## config.mk

```make
export PLATFORM = sky130hd
export DESIGN_NAME = aidc_lite_code_buf_ctrl
export DESIGN_NICKNAME = d
export VERILOG_FILES = /design/src/rtl/aidc_lite_code_buf_ctrl.sv
export SDC_FILE = /design/constraint.sdc
export NUM_CORES = 2
export LEC_CHECK = 0
export BUFFER_PORTS_ARGS = -buffer_cell sky130_fd_sc_hd__buf_4
export CORE_MARGIN = 2
export CORE_UTILIZATION = 53
export CTS_CLUSTER_SIZE = 25
export DETAILED_ROUTE_END_ITERATION = 7
export HOLD_SLACK_MARGIN = 0.02
export PLACE_DENSITY = 0.69
export SLEW_MARGIN = 20
export SYNTH_ARGS = -nofsm -noshare
export SYNTH_HDL_FRONTEND = slang
export SYNTH_SLANG_ARGS = --single-unit
```

## constraint.sdc

```tcl
create_clock -name clk -period 5.7 [get_ports clk]
set_clock_uncertainty 0.2 [all_clocks]
set_input_delay 0.57 -clock clk [delete_from_list [all_inputs] [get_ports clk]]
set_output_delay 0.57 -clock clk [all_outputs]
set_load 0.02 [all_outputs]
```

## src/rtl/aidc_lite_code_buf_ctrl.sv

```systemverilog
// Ping-pong code buffer: addressed writes fill one bank while the other drains over valid/ready.
// Optional block/word statistics ports are enabled with `define AIDC_LITE_CODE_BUF_STATS_EN.
module aidc_lite_code_buf_ctrl #(
    parameter int DATA_W = 64
) (
    input  logic              clk,
    input  logic              rst_n,
    input  logic              wr_valid_i,
    input  logic [3:0]        wr_addr_i,
    input  logic [DATA_W-1:0] wr_data_i,
    input  logic              done_i,
    output logic              blk_ready_o,
    output logic              out_valid_o,
    input  logic              out_ready_i,
    output logic [DATA_W-1:0] out_data_o,
    output logic              out_last_o,
    output logic [4:0]        out_words_o,
`ifdef AIDC_LITE_CODE_BUF_STATS_EN
    output logic [15:0]       blk_cnt_o,
    output logic [31:0]       word_cnt_o,
`endif
    output logic              overflow_o
);
    localparam int DEPTH = 16;

    typedef enum logic [1:0] {ST_EMPTY, ST_FILLING, ST_FULL, ST_DRAINING} bank_state_e;

    bank_state_e       state_q [2];
    bank_state_e       state_d [2];
    logic [4:0]        words_q [2];
    logic [4:0]        words_d [2];
    logic              wr_bank_q, wr_bank_d, rd_bank_q, rd_bank_d;
    logic [3:0]        max_addr_q, max_addr_d;
    logic [4:0]        rd_idx_q, rd_idx_d;
    logic              done_q, blk_ready_q, blk_ready_d, overflow_q, overflow_d;
    logic              out_valid_q, out_valid_d, out_last_q, out_last_d;
    logic [DATA_W-1:0] out_data_q, out_data_d;
    logic [4:0]        out_words_q, out_words_d;
    logic [DATA_W-1:0] mem_q [2][DEPTH];

    logic              wr_ok, wr_fire, done_edge, rd_bank_v;
    logic [3:0]        max_new;
    logic [4:0]        rd_idx_v;

    always_comb begin
        // NOTE: every comb output gets a default first so no path leaves a latch behind.
        state_d     = state_q;
        words_d     = words_q;
        wr_bank_d   = wr_bank_q;
        max_addr_d  = max_addr_q;
        overflow_d  = overflow_q;
        out_valid_d = out_valid_q;
        out_data_d  = out_data_q;
        out_last_d  = out_last_q;
        out_words_d = out_words_q;

        wr_ok     = (state_q[wr_bank_q] == ST_EMPTY) || (state_q[wr_bank_q] == ST_FILLING);
        wr_fire   = wr_valid_i && wr_ok;
        done_edge = !done_q && done_i;
        max_new   = (wr_fire && (wr_addr_i > max_addr_q)) ? wr_addr_i : max_addr_q;

        if (wr_valid_i && !wr_ok) overflow_d = 1'b1;
        if (wr_fire) begin
            state_d[wr_bank_q] = ST_FILLING;
            max_addr_d         = max_new;
        end
        // A done edge only closes a block that has at least one word in it.
        if (done_edge && (wr_fire || (state_q[wr_bank_q] == ST_FILLING))) begin
            state_d[wr_bank_q] = ST_FULL;
            words_d[wr_bank_q] = {1'b0, max_new} + 5'd1;
            wr_bank_d          = ~wr_bank_q;
            max_addr_d         = '0;
        end

        // Retire the current block first so the other bank can load in the same cycle.
        rd_bank_v = rd_bank_q;
        rd_idx_v  = rd_idx_q;
        if (out_valid_q && out_ready_i) begin
            out_valid_d = 1'b0;
            if (out_last_q) begin
                state_d[rd_bank_q] = ST_EMPTY;
                rd_bank_v          = ~rd_bank_q;
                rd_idx_v           = '0;
            end
        end
        rd_bank_d = rd_bank_v;
        rd_idx_d  = rd_idx_v;
        if ((!out_valid_q || out_ready_i) &&
            ((state_q[rd_bank_v] == ST_FULL) || (state_q[rd_bank_v] == ST_DRAINING)) &&
            (rd_idx_v < words_q[rd_bank_v])) begin
            out_valid_d        = 1'b1;
            out_data_d         = mem_q[rd_bank_v][rd_idx_v[3:0]];
            out_last_d         = (rd_idx_v == (words_q[rd_bank_v] - 5'd1));
            out_words_d        = words_q[rd_bank_v];
            state_d[rd_bank_v] = ST_DRAINING;
            rd_idx_d           = rd_idx_v + 5'd1;
        end

        blk_ready_d = (state_d[wr_bank_d] == ST_EMPTY) || (state_d[wr_bank_d] == ST_FILLING);
    end

    // NOTE: sequential state uses non-blocking assignments so every flop samples pre-edge values.
    always_ff @(posedge clk or negedge rst_n) begin
        if (!rst_n) begin
            state_q[0]  <= ST_EMPTY;
            state_q[1]  <= ST_EMPTY;
            words_q[0]  <= '0;
            words_q[1]  <= '0;
            wr_bank_q   <= 1'b0;
            rd_bank_q   <= 1'b0;
            max_addr_q  <= '0;
            rd_idx_q    <= '0;
            done_q      <= 1'b1;
            blk_ready_q <= 1'b1;
            overflow_q  <= 1'b0;
            out_valid_q <= 1'b0;
            out_data_q  <= '0;
            out_last_q  <= 1'b0;
            out_words_q <= '0;
        end else begin
            state_q     <= state_d;
            words_q     <= words_d;
            wr_bank_q   <= wr_bank_d;
            rd_bank_q   <= rd_bank_d;
            max_addr_q  <= max_addr_d;
            rd_idx_q    <= rd_idx_d;
            done_q      <= done_i;
            blk_ready_q <= blk_ready_d;
            overflow_q  <= overflow_d;
            out_valid_q <= out_valid_d;
            out_data_q  <= out_data_d;
            out_last_q  <= out_last_d;
            out_words_q <= out_words_d;
        end
    end

    // NOTE: the bank memory has no reset; bank state alone decides which words are meaningful.
    always_ff @(posedge clk) begin
        if (wr_fire) mem_q[wr_bank_q][wr_addr_i] <= wr_data_i;
    end

`ifdef AIDC_LITE_CODE_BUF_STATS_EN
    logic [15:0] blk_cnt_q, blk_cnt_d;
    logic [31:0] word_cnt_q, word_cnt_d;

    always_comb begin
        blk_cnt_d  = blk_cnt_q;
        word_cnt_d = word_cnt_q;
        if (out_valid_q && out_ready_i) begin
            word_cnt_d = word_cnt_q + 32'd1;
            if (out_last_q) blk_cnt_d = blk_cnt_q + 16'd1;
        end
    end

    always_ff @(posedge clk or negedge rst_n) begin
        if (!rst_n) begin
            blk_cnt_q  <= '0;
            word_cnt_q <= '0;
        end else begin
            blk_cnt_q  <= blk_cnt_d;
            word_cnt_q <= word_cnt_d;
        end
    end

    assign blk_cnt_o  = blk_cnt_q;
    assign word_cnt_o = word_cnt_q;
`endif

    assign blk_ready_o = blk_ready_q;
    assign out_valid_o = out_valid_q;
    assign out_data_o  = out_data_q;
    assign out_last_o  = out_last_q;
    assign out_words_o = out_words_q;
    assign overflow_o  = overflow_q;
endmodule

```

* Yosys cells after proc, flatten, opt, wreduce, memory -nomap -nowiden *
Memory sizes are Yosys's and may differ from the RTL's.
Index checks and enable logic that the tools add are counted.

word-level totals
  logic and storage cells = 121
  bits of input ports = 73
  flip-flop bits (word level) = 99
  bits in writable memories = 2048
  memories kept = 1
  output and inout port bits = 73

memories
  memory  words  width  rd ports  clocked after memory_dff  wr ports  RTL line  RTL
  mem_q   2      1024   1         0                         1         39        logic [DATA_W-1:0] mem_q [2][DEPTH];

operators by class
  reductions and logical operators = 24
  mux-type cells = 44
  bitwise gates (word level) = 17
  equal/unequal tests = 5
  $lt $le $gt $ge = 12
  add/subtract/negate cells = 3

operators with widths
  operator               number
  $mux W1024             1
  $bmux W64 S4           1
  $demux W64 S4          1
  $mux W64               3
  $mux W5                7
  $mux W4                8
  $mux W2                12
  $logic_and A1 B1 Y1    12
  $bwmux W10             1
  $ge A5 B5 Y1 const B   2
  $not A4 Y5             2
  $ge A2 B2 Y1 const B   4
  $not A1 Y2             4
  $demux W2 S1           3
  $lt A2 B1 Y1 const B   3
  $mux W1                6
  $add A4 B1 Y5 const B  1
  $add A5 B1 Y5 const B  1
  $demux W5 S1           1
  $eq A5 B5 Y1           1
  $logic_or A1 B1 Y1     5
  $lt A5 B1 Y1 const B   1
  $lt A5 B5 Y1           1
  $sub A5 B1 Y5 const B  1
  13 further kinds       23

* Logic depth before layout (Yosys ltp) *
  depth in word-level cells = 20
  gate-level depth with buffers = 18
  mapped depth without buffers = 11

* Worst setup path before layout *
No wires, ideal clock.

  path type = register to register
  start = register wr_bank_q
  end = memory mem_q[1][192] in the netlist's numbering, enable pin
  arrival = 4.209 ns
  period minus slack after synthesis = 4.896 ns
  library setup time = 0.487 ns
  path buffers = 2
  cell stages (with the launch flop) = 7
  required time = 5.013 ns
  path slack = 0.804 ns
  cells stage by stage = dfrtp_1 clkbuf_1 mux2i_1 nand2_1 or3_1 clkbuf_1 nor2_1

between the ends
  word-level cells in the longest chain between the ends = 9
  elaborated cells on any way between the ends = 10
  those cells by class = 1 x eq/ne; 5 x mux; 1 x bitwise; 3 x reduce/logical

RTL lines
  item                                              RTL line  RTL
  start: declaration                                32        logic wr_bank_q, wr_bank_d, rd_bank_q, rd_bank_d;
  start signal: assignment                          123       wr_bank_q <= wr_bank_d;
  $not A1 Y2 (implied by the code)                  57        wr_ok = (state_q[wr_bank_q] == ST_EMPTY) || (state_q[wr_bank_q] == ST_FILLING);
  $mux W2 (implied by the code) (3 in a row)        57
  $eq A2 B1 Y1 or $logic_not A2 Y1 (tied branches)  57
  $logic_or A1 B1 Y1                                57
  $logic_and A1 B1 Y1                               58        wr_fire = wr_valid_i && wr_ok;
  $mux W1                                           139       if (wr_fire) mem_q[wr_bank_q][wr_addr_i] <= wr_data_i;
  $mux W1024 (implied by the code)                  139
  end: declaration                                  39

Several ways; a longest one is shown, not always the timed one. The select of a mux whose other input is x is not followed.

* Worst setup path in the final report *
  start = register wr_bank_q
  end = memory mem_q[1][302] in the netlist's numbering, enable pin

The elaborated chain is that of the path after synthesis.

==> impl_metrics.toml <==
[floorplan]
die_w_um = 409
pin_count = 146
dieArea_um2 = 168000
rows = 148
die_h_um = 409
core_area_um2 = 163000
initial_core_util = 0.535

[outcome]
status = "complete, no violations"

[min_path]
hp-class = "primary input to register"

[yosys]
ys_async_sr_fraction = 0.0461
synth_cells = 5585
synth_cell_type_count = 68
ys_seq_elements = 2147
syn-num-nets = 5668
netlist_area_um2 = 87100
avgSynthCellArea_um2 = 15.6
yosys_warnings = 0
seq_area_frac_synth = 0.734
synth_ff_type = "edfxtp_1"
synth-edff-count = 2048

[timing]
fin_crit_sh = 0.725
finalCriticalPeriod_ns = 4.13
setup_tns_ns = 0
rsz0062_at_grt = "false"
max_freq_mhz = 242
drv_slew = 0
setup_viol = 0
hold_viol_final = 0
worst_slew_pin_slew_ns = 1.20
maxSlewHeadroom = 0.203

[detailed_routing]
ant_nets = 0
vias = 53557
dr.first_iter.drc_count = 7166
drc = 0
drt-total-wl_mm = 245
dr.pass1.iters = 6
wl_per_cell_um = 30.2
vias_per_cell = 6.60

[layout]
nFillCells = 11862
fin_util = 0.607
fin_cells = 8109
final_area_um2 = 98900
final_common_cell = "edfxtp_1"
num_antenna_cells = 0
final_nets = 5832
syn_to_final_growth_pct = 13.5
drive_gt1_frac = 0.147
final_cell_mix = "2048 x edfxtp_1, 519 x mux2i_1, 485 x a21oi_1, 369 x o21ai_0, 295 x nand2_1"

[pwr]
power_density_nw_per_um2 = 478
p_leak_nw = 31.9
p_switching_mw = 16.1
intPower_mw = 31.1
clkPwrFrac = 0.300
sw_frac_of_total = 0.341
seqPwrFrac = 0.390
pwr-share-comb = 0.309
peakVddDrop_uv = 591

[worst_setup_path]
crit_path_max_fanout = 20
endpoint_kind = "register"
cpMaxStageDelayCell = "nor2_4"
critical_path_class = "register to register"
crit_start = "wr_bank_q$_DFF_PN0_"
arrival_ns = 4.40
max_stage_delay_ns = 1.02
worstRegToRegCells = 5
path_buf_inv = 1
start_kind = "register"
crit_end = "mem_q[1][302]$_DFFE_PP_"
cp.depth = 5
r2r-end = "mem_q[1][302]$_DFFE_PP_"
r2r_setup_slack_ns = 1.57
crit_family = "simple AND/OR/NAND/NOR gates"
r2r-start = "wr_bank_q$_DFF_PN0_"
critPathRequiredTime_ns = 5.97
cp_cell_sequence = "mux2i_1, and2_0, nand3_1, nor2_4, buf_4"

[global_routing]
grt_max_degree = 153
antenna_found_initial = 10
first_global_vias = 52848
grt_overflow = 0
grt_util_all_layers = 0.289
grt_pass1_wl_mm = 356

[place]
numPortBuffers = 145
dpl_cell_area_um2 = 91000
placedCellCount = 7643
place_hpwl_mm = 127
globalplace.congestion = 0.865

[clocking]
cts_buffers = 208
postCtsSetupBuffers = 0
clk_pin_slew_ns = 0.06
cts_root_buf = "clkbuf_16"
ctsHtreeMaxLevel = 4
cts.sinks = 2147
cts_tree = "yes"
postCtsResizedCells = 0
clock_path_buffers = 3
clk_latency_ns = 0.86
hold_buffers = 71

[flow_run]
drv_cap = 0
==> through the flow <==
step	total power [mW]	hold WS, ns	setup WS (ns)
floorplan	27.9	0.0744	0.804
global placement	32.8	0.271	1.55
detailed placement	33.0	0.286	1.52
CTS	47.1	0.0262	1.67
global route	48.9	0.101	1.43
finish	47.2	0.0839	1.57
==> routing by layer <==
layer,vias up,wire length (µm),global-route usage,share of wire
met4,12,9250,0.107,0.038
met5,-,80,0,0.00033
met3,529,26400,0.0583,0.11
li1,22587,-,-,-
met2,3101,114000,0.456,0.46
met1,27328,95400,0.400,0.39
==> final cells by class <==
| type | count | area [µm²] | area share |
|---|---|---|---|
| flip-flops and latches | 2147 | 64000 | 0.647 |
| multi-input cells | 3017 | 21700 | 0.220 |
| clock buffers | 281 | 5780 | 0.0585 |
| repair buffers | 354 | 3200 | 0.0324 |
| well taps | 2175 | 2720 | 0.0275 |
| clock inverters | 114 | 1370 | 0.0138 |
| inverters | 21 | 92.6 | 0.000937 |
==> worst min path at each step <==
stage	start	end	cells past startpoint	slack [ns]
floorplan	rst_n	max_addr_q[0]$_DFFE_PN0P_	0	0.07
detailed placement	out_data_o[18]$_DFFE_PN0N_	out_data_o[18]$_DFFE_PN0N_	2	0.29
global placement	out_words_o[1]$_DFFE_PN0N_	out_words_o[1]$_DFFE_PN0N_	2	0.27
global route	wr_addr_i[1]	max_addr_q[1]$_DFFE_PN0P_	4	0.10
finish	wr_addr_i[1]	max_addr_q[1]$_DFFE_PN0P_	4	0.08
CTS	wr_addr_i[1]	max_addr_q[1]$_DFFE_PN0P_	4	0.03
==> registers in the layout (all words and copies together), names as in the netlist <==
signal and cells:
rd_idx_q 5, words_q 10, max_addr_q 4, overflow_o 1, out_valid_o 1, out_data_o 64
blk_ready_o 1, wr_bank_q 1, done_q 1, state_q 4, out_words_o 5, mem_q 2048
rd_bank_q 1, out_last_o 1
==> cell usage after synthesis, drive strengths merged (85+ instances only) <==
cell,n,area share
a21oi,486,0.028
buf,159,0.0089
clkbuf,241,0.010
dfrtp,97,0.028
edfxtp,2048,0.71
mux2,112,0.014
mux2i,519,0.060
mux4,85,0.022
nand2,301,0.013
nor2,233,0.010
o21ai,380,0.022
o221ai,116,0.012
o22ai,216,0.016
==> cells by family (layout without fill, tap and decap cells) <==
kind of cell               count (synthesis)  in the layout  synth area share
and+or+nand+nor                          675            675            0.0324
AOI/OAI and AO/OA                       1603           1603             0.114
DFF                                     2147           2147             0.734
muxes                                    716            716            0.0961
xor gates and xnor gates                  13             13           0.00152
adders and majority gates                 10             10           0.00144
buffers and inverters                    421            770            0.0202
==> worst min-delay path: stages <==
cell and delay, ns:
buf_4 0.12, nand2_1 0.06, o21ai_0 0.16, a22o_1 0.16
==> power by group through the flow <==
stage	Clock (mW)	Combinational [mW]	Sequential, mW
floorplan	0	9.33	18.6
global placement	0	14.1	18.7
detailed placement	0	14.3	18.7
CTS	14.3	14.4	18.4
global route	14.9	15.5	18.5
finish	14.2	14.6	18.4
No activity file was read; power rests on OpenSTA's default activity.
